<file path="src/rtl/mem_bus_ctrl.sv">
// Memory-bus controller: decodes CPU memory commands onto a synchronous-read
// RAM plus a write-only LED register and a read-only switch register, with a
// one-cycle ready pulse, programmable wait states and a sticky bus-error flag.
module mem_bus_ctrl #(
    parameter int unsigned DATA_W      = 16,
    parameter int unsigned ADDR_W      = 9,
    parameter int unsigned RAM_WORDS   = 256,
    parameter int unsigned LED_ADDR    = 'h100,
    parameter int unsigned SW_ADDR     = 'h140,
    parameter int unsigned IO_W        = 10,
    parameter int unsigned WAIT_STATES = 0
) (
    input  logic              clk,
    input  logic              reset,
    input  logic [1:0]        mem_cmd,
    input  logic [ADDR_W-1:0] mem_addr,
    input  logic [DATA_W-1:0] write_data,
    output logic [DATA_W-1:0] read_data,
    output logic              mem_ready,
    output logic [ADDR_W-1:0] ram_addr,
    output logic              ram_write,
    output logic [DATA_W-1:0] ram_din,
    input  logic [DATA_W-1:0] ram_dout,
    input  logic [IO_W-1:0]   sw_in,
    output logic [IO_W-1:0]   led_out,
    output logic              bus_err
);

    localparam logic [1:0] StIdle   = 2'd0;
    localparam logic [1:0] StAccess = 2'd1;
    localparam logic [1:0] StResp   = 2'd2;

    localparam logic [1:0] CmdRead    = 2'b01;
    localparam logic [1:0] CmdWrite   = 2'b10;
    localparam logic [1:0] CmdIllegal = 2'b11;

    logic [1:0]        state_q, state_d;
    logic [ADDR_W-1:0] addr_q;
    logic [DATA_W-1:0] data_q;
    logic              is_write_q;
    logic [3:0]        wait_q;
    logic [IO_W-1:0]   sw_meta_q, sw_sync_q;
    logic [IO_W-1:0]   led_q;
    logic              bus_err_q;

    logic cmd_valid;
    logic hit_ram, hit_led, hit_sw;
    logic last_access;
    logic access_err;

    // Command qualification and address decode of the latched address
    always_comb begin
        cmd_valid   = (mem_cmd == CmdRead) || (mem_cmd == CmdWrite);
        hit_ram     = 32'(addr_q) < RAM_WORDS;
        hit_led     = 32'(addr_q) == LED_ADDR;
        hit_sw      = 32'(addr_q) == SW_ADDR;
        last_access = (state_q == StAccess) && (wait_q == 4'd0);
        // RAM takes priority; LED is write-only, SW is read-only
        if (is_write_q) begin
            access_err = !(hit_ram || hit_led);
        end else begin
            access_err = !(hit_ram || hit_sw);
        end
    end

    // Next-state logic for the IDLE -> ACCESS -> RESP handshake
    always_comb begin
        state_d = state_q;
        unique case (state_q)
            StIdle:   if (cmd_valid) state_d = StAccess;
            StAccess: if (wait_q == 4'd0) state_d = StResp;
            StResp:   state_d = StIdle;
            default:  state_d = StIdle;
        endcase
    end

    // State register
    always_ff @(posedge clk) begin
        if (reset) begin
            state_q <= StIdle;
        end else begin
            state_q <= state_d;
        end
    end

    // Latch the transaction in IDLE and count down wait states in ACCESS
    always_ff @(posedge clk) begin
        if (reset) begin
            addr_q     <= '0;
            data_q     <= '0;
            is_write_q <= 1'b0;
            wait_q     <= 4'd0;
        end else if ((state_q == StIdle) && cmd_valid) begin
            addr_q     <= mem_addr;
            data_q     <= write_data;
            is_write_q <= (mem_cmd == CmdWrite);
            wait_q     <= 4'(WAIT_STATES);
        end else if ((state_q == StAccess) && (wait_q != 4'd0)) begin
            wait_q <= wait_q - 4'd1;
        end
    end

    // Two-flop synchroniser for the asynchronous switch inputs
    always_ff @(posedge clk) begin
        if (reset) begin
            sw_meta_q <= '0;
            sw_sync_q <= '0;
        end else begin
            sw_meta_q <= sw_in;
            sw_sync_q <= sw_meta_q;
        end
    end

    // LED register loads at the end of the last ACCESS cycle of an LED write
    always_ff @(posedge clk) begin
        if (reset) begin
            led_q <= '0;
        end else if (last_access && is_write_q && hit_led) begin
            led_q <= data_q[IO_W-1:0];
        end
    end

    // Sticky bus error: illegal command in IDLE or a bad access; reset clears
    always_ff @(posedge clk) begin
        if (reset) begin
            bus_err_q <= 1'b0;
        end else if (((state_q == StIdle) && (mem_cmd == CmdIllegal)) ||
                     (last_access && access_err)) begin
            bus_err_q <= 1'b1;
        end
    end

    // Outputs; reset gates the strobes so nothing fires on a reset edge
    always_comb begin
        ram_addr  = addr_q;
        ram_din   = data_q;
        ram_write = !reset && last_access && is_write_q && hit_ram;
        mem_ready = !reset && (state_q == StResp);
        led_out   = led_q;
        bus_err   = bus_err_q;
        read_data = '0;
        if (mem_ready && !is_write_q) begin
            if (hit_ram) begin
                read_data = ram_dout;
            end else if (hit_sw) begin
                read_data = DATA_W'(sw_sync_q);
            end
        end
    end

endmodule

</file>
<file path="config.mk">
export PLATFORM = sky130hd
export DESIGN_NAME = mem_bus_ctrl
export DESIGN_NICKNAME = d
export VERILOG_FILES = /design/src/rtl/mem_bus_ctrl.sv
export SDC_FILE = /design/constraint.sdc
export NUM_CORES = 1
export LEC_CHECK = 0
export ABC_AREA = 0
export BUFFER_PORTS_ARGS = -buffer_cell sky130_fd_sc_hd__buf_2
export CAP_MARGIN = 20
export CORE_UTILIZATION = 45
export CTS_CLUSTER_DIAMETER = 120
export DETAILED_ROUTE_END_ITERATION = 10
export PLACE_DENSITY = 0.82
export SYNTH_ARGS = -nofsm -noshare
export SYNTH_HDL_FRONTEND = slang
export SYNTH_SLANG_ARGS = --single-unit
</file>
<file path="constraint.sdc">
create_clock -name clk -period 2.45 [get_ports clk]
set_clock_uncertainty 0.15 [all_clocks]
set_input_delay 0.1225 -clock clk [delete_from_list [all_inputs] [get_ports clk]]
set_output_delay 0.1225 -clock clk [all_outputs]
set_load 0.05 [all_outputs]
</file>
[After elaboration in Yosys (flattened, before gate mapping)]
Cells that the tools add are included.
Cells by class
  add/sub/neg operators: 1
  multipliers: 0
  divide/modulo/power cells: 0
  magnitude comparators: 1
  equal/unequal tests: 9
  shift operators: 0
  mux-type cells: 7
  bitwise operators: 0
  reduce and logical (&&, ||, !) cells: 25
Operators with widths (count)
  2-to-1 mux 16 bit: 2
  equality test 9 bit (second input constant): 2
  logical AND 1 bit: 12
  2-to-1 mux 10 bit: 1
  less-than comparator 9 bit (second input constant): 1
  equality test 2 bit (second input constant): 3
  equality test 2 x 1 -> 1 bit (second input constant): 2
  zero test 1 bit: 4
  zero test 4 bit: 1
  logical OR 1 bit: 4
  2-to-1 mux 2 bit: 2
  != test 2 bit (second input constant): 2
  one-hot mux 2 bit (2 select lines): 1
  nonzero test 4 bit: 1
  subtractor 4 x 1 -> 4 bit (second input constant): 1
  zero test 2 bit: 1
  AND reduction 2 bit: 1
  OR reduction 2 bit: 1
  2-to-1 mux 1 bit: 1
Word-level totals
  bits in registers: 63
  latch bits: 0
  memory bits (writable): 0
  ROM bits: 0
  bits of input ports: 55
  output and inout bits: 54
  word-level logic and storage cells: 52
  memories: 0

[Logic depth before layout (Yosys ltp)]
Gate-level depths: netlist of the first run.
  depth in word-level cells: 6
  mapped depth: 7
  depth with buffers taken out: 5

[Least setup slack after synthesis of the first run]
Ideal clock, no wire load.
  path kind: reg2out
  start point: register wait_q[0]
  end point: output port ram_write
  arrival time: 2.539 ns
  required time: 2.178 ns
  slack: -0.362 ns
  cell stages (with the launch flop): 7
  path buffers: 1
  cell sequence: dfxtp_1 > inv_1 > ha_1 > or3b_1 > clkbuf_1 > or3_1 > nor3b_1
Between the ends
  word-level cells in the longest chain between the ends: 5
Ends and longest elaborated chain
  from (decl): line 41  | logic [3:0] wait_q;
  from (signal assigned): line 97  | wait_q <= 4'(WAIT_STATES);
  from (signal assigned): line 99  | wait_q <= wait_q - 4'd1;
  zero test 4 bit: line 57  | last_access = (state_q == StAccess) && (wait_q == 4'd0);
  logical AND 1 bit: line 57
  logical AND 1 bit (3 in a row): line 137  | ram_write = !reset && last_access && is_write_q && hit_ram;
  to (decl): line 21  | output logic ram_write,
Every way passes these cells.

[Worst setup path after layout of the first run]
  start point: register addr_q[7], in the netlist ram_addr[7]
  end point: output port read_data[7]
Between the ends
  word-level cells in the longest chain between the ends: 4
  elaborated cells between the ends (all ways): 5
  those cells by class: 1 x order compare; 1 x eq/ne; 3 x mux
Ends and longest elaborated chain
  from (decl): line 38  | logic [ADDR_W-1:0] addr_q;
  from (signal assigned): line 94  | addr_q <= mem_addr;
  branches (longest 2 deep; another with less-than comparator 9 bit)
  2-to-1 mux 16 bit *: line 143  | if (hit_ram) begin
  2-to-1 mux 16 bit *: line 142  | if (mem_ready && !is_write_q) begin
  to (decl): line 18  | output logic [DATA_W-1:0] read_data,
Every way passes the cells marked *.

==> results of run 1 <==
## routing by layer
layer	GRT usage, %	part of all wire [%]	vias up
li1	-	-	1196
met1	27.3	42	1091
met2	38.9	50	100
met3	4.82	6.1	10
met4	10.4	1.4	0
met5	0	0	-
## registers in the layout, summed over array words and instances, names as in the netlist
signal	count
is_write_q	1
bus_err	1
ram_addr	9
sw_meta_q	10
sw_sync_q	10
ram_din	16
led_out	10
wait_q	4
state_q	2
## worst max-delay path: stages, from the launching register on
cell and delay (ns):
dfxtp_2 0.33, or4_4 0.56, nor4_4 0.35, buf_4 0.21
a22o_1 0.17, buf_6 0.17
## synth_stat cells
cell type / instances / area [um^2]
buf_4: 2 / 15.0
dfxtp_1: 63 / 1260
mux2i_1: 10 / 100
nor2_1: 3 / 11.3
nand3_1: 1 / 5.00
clkbuf_1: 13 / 48.8
o31ai_1: 1 / 7.51
o21ai_0: 3 / 15.0
or3_1: 4 / 25.0
nand2_1: 52 / 195
o22ai_1: 1 / 6.26
a311oi_1: 1 / 8.76
or4b_4: 1 / 13.8
a21oi_1: 32 / 160
or4b_1: 1 / 10.0
and2b_1: 1 / 7.51
or3b_1: 1 / 8.76
nor4_4: 1 / 21.3
nor3b_1: 3 / 22.5
or4_4: 1 / 11.3
buf_2: 1 / 5.00
nor2b_1: 20 / 125
xnor2_1: 1 / 8.76
or4_1: 2 / 15.0
and2_1: 6 / 37.5
ha_1: 3 / 37.5
inv_1: 6 / 22.5
nand2b_1: 22 / 138
nor3_2: 1 / 10.0
or4bb_1: 1 / 11.3
a22o_1: 10 / 87.6
nor4_1: 1 / 6.26
## final cells by class
cell class              count  area, um^2  share of cell area, %
flip-flops and latches     63        1270                   34.1
multi-input cells         184        1130                   30.5
repair buffers            156        1040                   28.2
clock buffers              12         135                   3.64
well taps                  70        87.6                   2.36
clock inverters             4        22.5                  0.607
inverters                   6        22.5                  0.607
## path summary, 6_finish.rpt
check,from,end,cells after the start
worst max register to register,wait_q[0]$_SDFFE_PP0P_,led_out[4]$_SDFFE_PP0P_,7
worst min-delay path,mem_cmd[1],is_write_q$_SDFFE_PP0P_,4
worst min register to register,sw_meta_q[8]$_SDFF_PP0_,sw_sync_q[8]$_SDFF_PP0_,1
worst max-delay path,ram_addr[7]$_SDFFE_PP0P_,read_data[7],5
## cells by family after synthesis
logic type / Yosys count
compound gates: 48
xor+xnor: 1
flops: 63
buf+inv: 22
fa+ha+maj: 3
mux: 10
simple gates: 122
## where the power goes
part,switching [mW],internal (mW)
sequential,0.0401,1.08
clock,0.363,0.363
combinational,0.304,0.179
## repair_timing
item,in CTS,in global routing
hold buffers,36,0
gates resized for setup,4,31
buffers inserted,0,4
setup endpoints to repair,11,11
hold endpoints to repair,36,0
cloned,0,1
pin swaps,0,3
## through the flow
stage	total power [mW]	hold WS (ns)	setup TNS [ns]	setup WS, ns	util [%]
floorplan	1.44	0.101	0	0.104	-
global placement	1.56	0.182	0	0.352	59.7
detailed placement	1.57	0.185	0	0.300	59.7
CTS	2.34	0.0512	0	0.00721	69.9
global route	2.44	0.0927	-0.0730	-0.0294	71.7
finish	2.33	0.0745	0	0.0592	71.7
==> flow_summary.yaml, run 1 <==
run_status:
  status: "finished clean"
route:
  drt_iter0_drc: 83
  viasPerCell: 4.84
  drt_pass1_iterations: 4
  routedWlPerCell_um: 13.2
  wl_mm: 6.53
  ant_nets: 0
  via_count: 2397
  remaining_drc_errors: 0
final_layout:
  fillCellCount: 397
  area_growth_pct: 50.9
  final_area_mm2: 0.00371
  final_common_cell: "buf_2"
  drive_gt1_share_pct: 34.1
  diodes: 0
  nets: 478
  layout_common_cells: "buf_2 (97), dfxtp_1 (59), nand2_1 (52)"
  layout.cells.non_filler: 495
logic_synthesis:
  synth_compound_area_share_pct: 11.6
  netlist_area_mm2: 0.00246
  synth_fp_nets: 327
  syn_inst: 269
  avgSynthCellArea_um2: 9.14
  ys_seq_elements: 63
  yosys_warnings: 0
  synthXorXnorAreaFrac_pct: 0.356
  synth-adder-area-share_pct: 1.53
  muxShareOfSynthArea_pct: 4.07
  yosys.area_share.simple_pct: 27.4
  ys_seq_area_share_pct: 51.3
  synth_top_family_by_area: "simple AND/OR/NAND/NOR gates"
  synth.distinct_cells: 32
power:
  p_leak_nw: 1.68
  vdd_drop_max_v: 0.000440
  p_per_area_mw_per_mm2: 629
grt:
  antenna_found_initial: 0
  grt_pass1_vias: 2301
  grt_start_max_net_pins: 71
  grt.total_usage_pct: 22.7
  overflow: 0
  grt_pass1_wl_mm: 10.5
sta:
  maxSlewViolCount: 0
  worstMarginPinSlew_ns: 0.617
  timing.final.crit_share_pct: 97.6
  rsz0062_at_grt: "true"
  max-slew-margin-rel_pct: 58.8
  setup_viol: 0
  timing.fmax_mhz: 418
  period_minus_slack_ns: 2.39
  hold_viol: 0
flow_run:
  drv_cap: 0
worst_setup_path:
  worst_setup_path_start_kind: "flip-flop"
  end_kind: "primary output"
  crit_fanout: 5
  reg2reg_setup_slack_ns: 0.38
  crit_type: "reg -> out"
  cp.arrival_ns: 2.12
  crit_required_ns: 2.18
floorplanning:
  start_util_pct: 47.5
  core_mm2: 0.00517
  rows: 26
  die_area_mm2: 0.00576
  dieHeight_um: 75.9
  die_w_um: 75.9
  io_pins: 109
placement:
  place_area_mm2: 0.00309
  port_buffers: 108
  dpl.cell_count: 438
  hpwl_mm: 3.80
  gp_congestion: 0.763
clock_network:
  htreeDepth: 3
  clock_path_buffers: 2
  clockRootBuffer: "clkbuf_8"
  clkTransAtPathRegs_ns: 0.07
  tritoncts.num_buffers: 9
  cts.sinks: 63
  tritoncts: "yes"
  clk_latency_ns: 0.32
min_path:
  hold_class: "in -> reg"
No activity file was read; power rests on OpenSTA's default activity.
==> run 2: changes to the inputs <==
--- a/config.mk
+++ b/config.mk
@@ -8,10 +8,10 @@
 export ABC_AREA = 0
 export BUFFER_PORTS_ARGS = -buffer_cell sky130_fd_sc_hd__buf_2
 export CAP_MARGIN = 20
-export CORE_UTILIZATION = 45
+export CORE_UTILIZATION = 35
 export CTS_CLUSTER_DIAMETER = 120
 export DETAILED_ROUTE_END_ITERATION = 10
-export PLACE_DENSITY = 0.82
+export PLACE_DENSITY = 0.67
 export SYNTH_ARGS = -nofsm -noshare
 export SYNTH_HDL_FRONTEND = slang
 export SYNTH_SLANG_ARGS = --single-unit
==> flow_summary.yaml, run 2 (synthesis results as in run 1) <==
power:
  p_clk_share_pct: 38.8
  switching_share_pct: 29.5
  power_frac_seq_pct: 43.0
  vdd_drop_max_v: 0.000506
  p_leak_nw: 1.69
  p_comb_share_pct: 18.2
  p_per_area_mw_per_mm2: 692
  power_switching_mw: 0.769
  p_int_mw: 1.84
route:
  ant_nets: 0
  viasPerCell: 4.54
  routedWlPerCell_um: 12.0
  remaining_drc_errors: 0
  via_count: 2350
  drt_iter0_drc: 77
  drt_pass1_iterations: 4
  wl_mm: 6.22
sta:
  maxSlewViolCount: 0
  worst_hold_slack_ns: 0.0721
  hold_viol: 0
  timing.final.crit_share_pct: 96.9
  max-slew-margin-rel_pct: 58.6
  period_minus_slack_ns: 2.37
  worstMarginPinSlew_ns: 0.621
  timing.fmax_mhz: 421
  setup_viol: 0
  finalSetupTns_ns: 0
worst_setup_path:
  crit_required_ns: 2.18
  crit_type: "in -> out"
  r2r_cells: 7
  end_kind: "primary output"
  crit_fanout: 10
  cp.arrival_ns: 2.10
  worst_setup_path_start_kind: "primary input"
final_layout:
  drive_gt1_share_pct: 34.4
  nets: 475
  diodes: 0
  layout_common_cells: "buf_2 (97), dfxtp_1 (61), nand2_1 (52)"
  largest_reg_flops: 16
  final_common_cell: "buf_2"
  area_growth_pct: 53.2
run_status:
  status: "finished clean"
floorplanning:
  io_pins: 109
  die_area_mm2: 0.00736
  rows: 30
  die_w_um: 85.8
  core_mm2: 0.00679
  start_util_pct: 36.2
  dieHeight_um: 85.8
clock_network:
  tritoncts: "yes"
  clockRootBuffer: "clkbuf_8"
  tritoncts.num_buffers: 9
  cts.sinks: 63
  clk_latency_ns: 0.33
  htreeDepth: 3
  clkTransAtPathRegs_ns: 0.07
  clock_path_buffers: 2
grt:
  grt_start_max_net_pins: 71
  antenna_found_initial: 0
  grt.total_usage_pct: 17.6
  grt_pass1_vias: 2171
  grt_pass1_wl_mm: 9.92
  overflow: 0
placement:
  port_buffers: 108
  hpwl_mm: 3.99
  gp_congestion: 0.786
min_path:
  whs_path_depth: 4
  hold_class: "in -> reg"
flow_run:
  drv_cap: 0
run 2: cell count changes in the layout (fill, tap and decap cells not counted), sizes merged:
cell    change
clkinv      -2
clkbuf      +7
buf        -13
inv         +3
bufinv      +2
run 2: power by group through the flow:
| stage | logic, mW | clock network [mW] | registers (mW) |
|---|---|---|---|
| after floorplan | 0.166 | 0 | 1.27 |
| after global placement | 0.428 | 0 | 1.14 |
| after detailed placement | 0.429 | 0 | 1.14 |
| after CTS | 0.475 | 1.04 | 1.12 |
| after global routing | 0.514 | 1.10 | 1.13 |
| final | 0.474 | 1.01 | 1.12 |
run 2: final timing paths:
kind                                              start                       to  slack (ns)
worst max-delay path                              reset             read_data[0]        0.08
worst min-delay path                         mem_cmd[1]  is_write_q$_SDFFE_PP0P_        0.07
worst max register to register   wait_q[1]$_SDFFE_PP0P_  led_out[1]$_SDFFE_PP0P_        0.41
worst min register to register  sw_meta_q[9]$_SDFF_PP0_  sw_sync_q[9]$_SDFF_PP0_        0.29
run 2: stage by stage:
step           cell area, um^2  power (mW)  cells  worst slack [ns]  util (%)
2_1_floorplan             2460        1.44    269             0.104         -
3_3_place_gp              3110        1.57    463             0.259      45.8
3_5_place_dp              3110        1.57    463             0.188      45.8
4_1_cts                   3710        2.63    516            0.0202      54.6
5_1_grt                   3770        2.74    518          -0.00542      55.4
6_report                  3770        2.61    518            0.0756      55.4
run 2: routing by layer:
metal / vias up / global-route usage [%] / routed length (um)
met4: 0 / 9.09 / 115
met3: 13 / 6.06 / 435
met2: 87 / 28.2 / 2990
met1: 1053 / 20.9 / 2680
met5: - / 0 / 0
li1: 1197 / - / -
run 2: layout make-up:
class | count | area, um^2
clock inverter | 7 | 103
multi-input combinational | 184 | 1130
timing repair buffer | 153 | 1000
sequential | 63 | 1260
tap | 96 | 120
inverter | 6 | 22.5
clock buffer | 9 | 124
fill | 608 | 3030
run 2: repair_timing:
item / CTS / global route
hold buffers: 36 / 0
pin swaps: 1 / 1
endpoints found under the setup margin: 11 / 11
endpoints found under the hold margin: 36 / 0
buffers inserted: 1 / 2
gates resized for setup: 2 / 16
run 2: critical path, stage by stage:
cell	delay, ns
dlygate4sd3_1	0.54
buf_2	0.14
or4b_4	0.50
nor4_4	0.21
buf_4	0.20
a22o_1	0.14
clkbuf_4	0.22
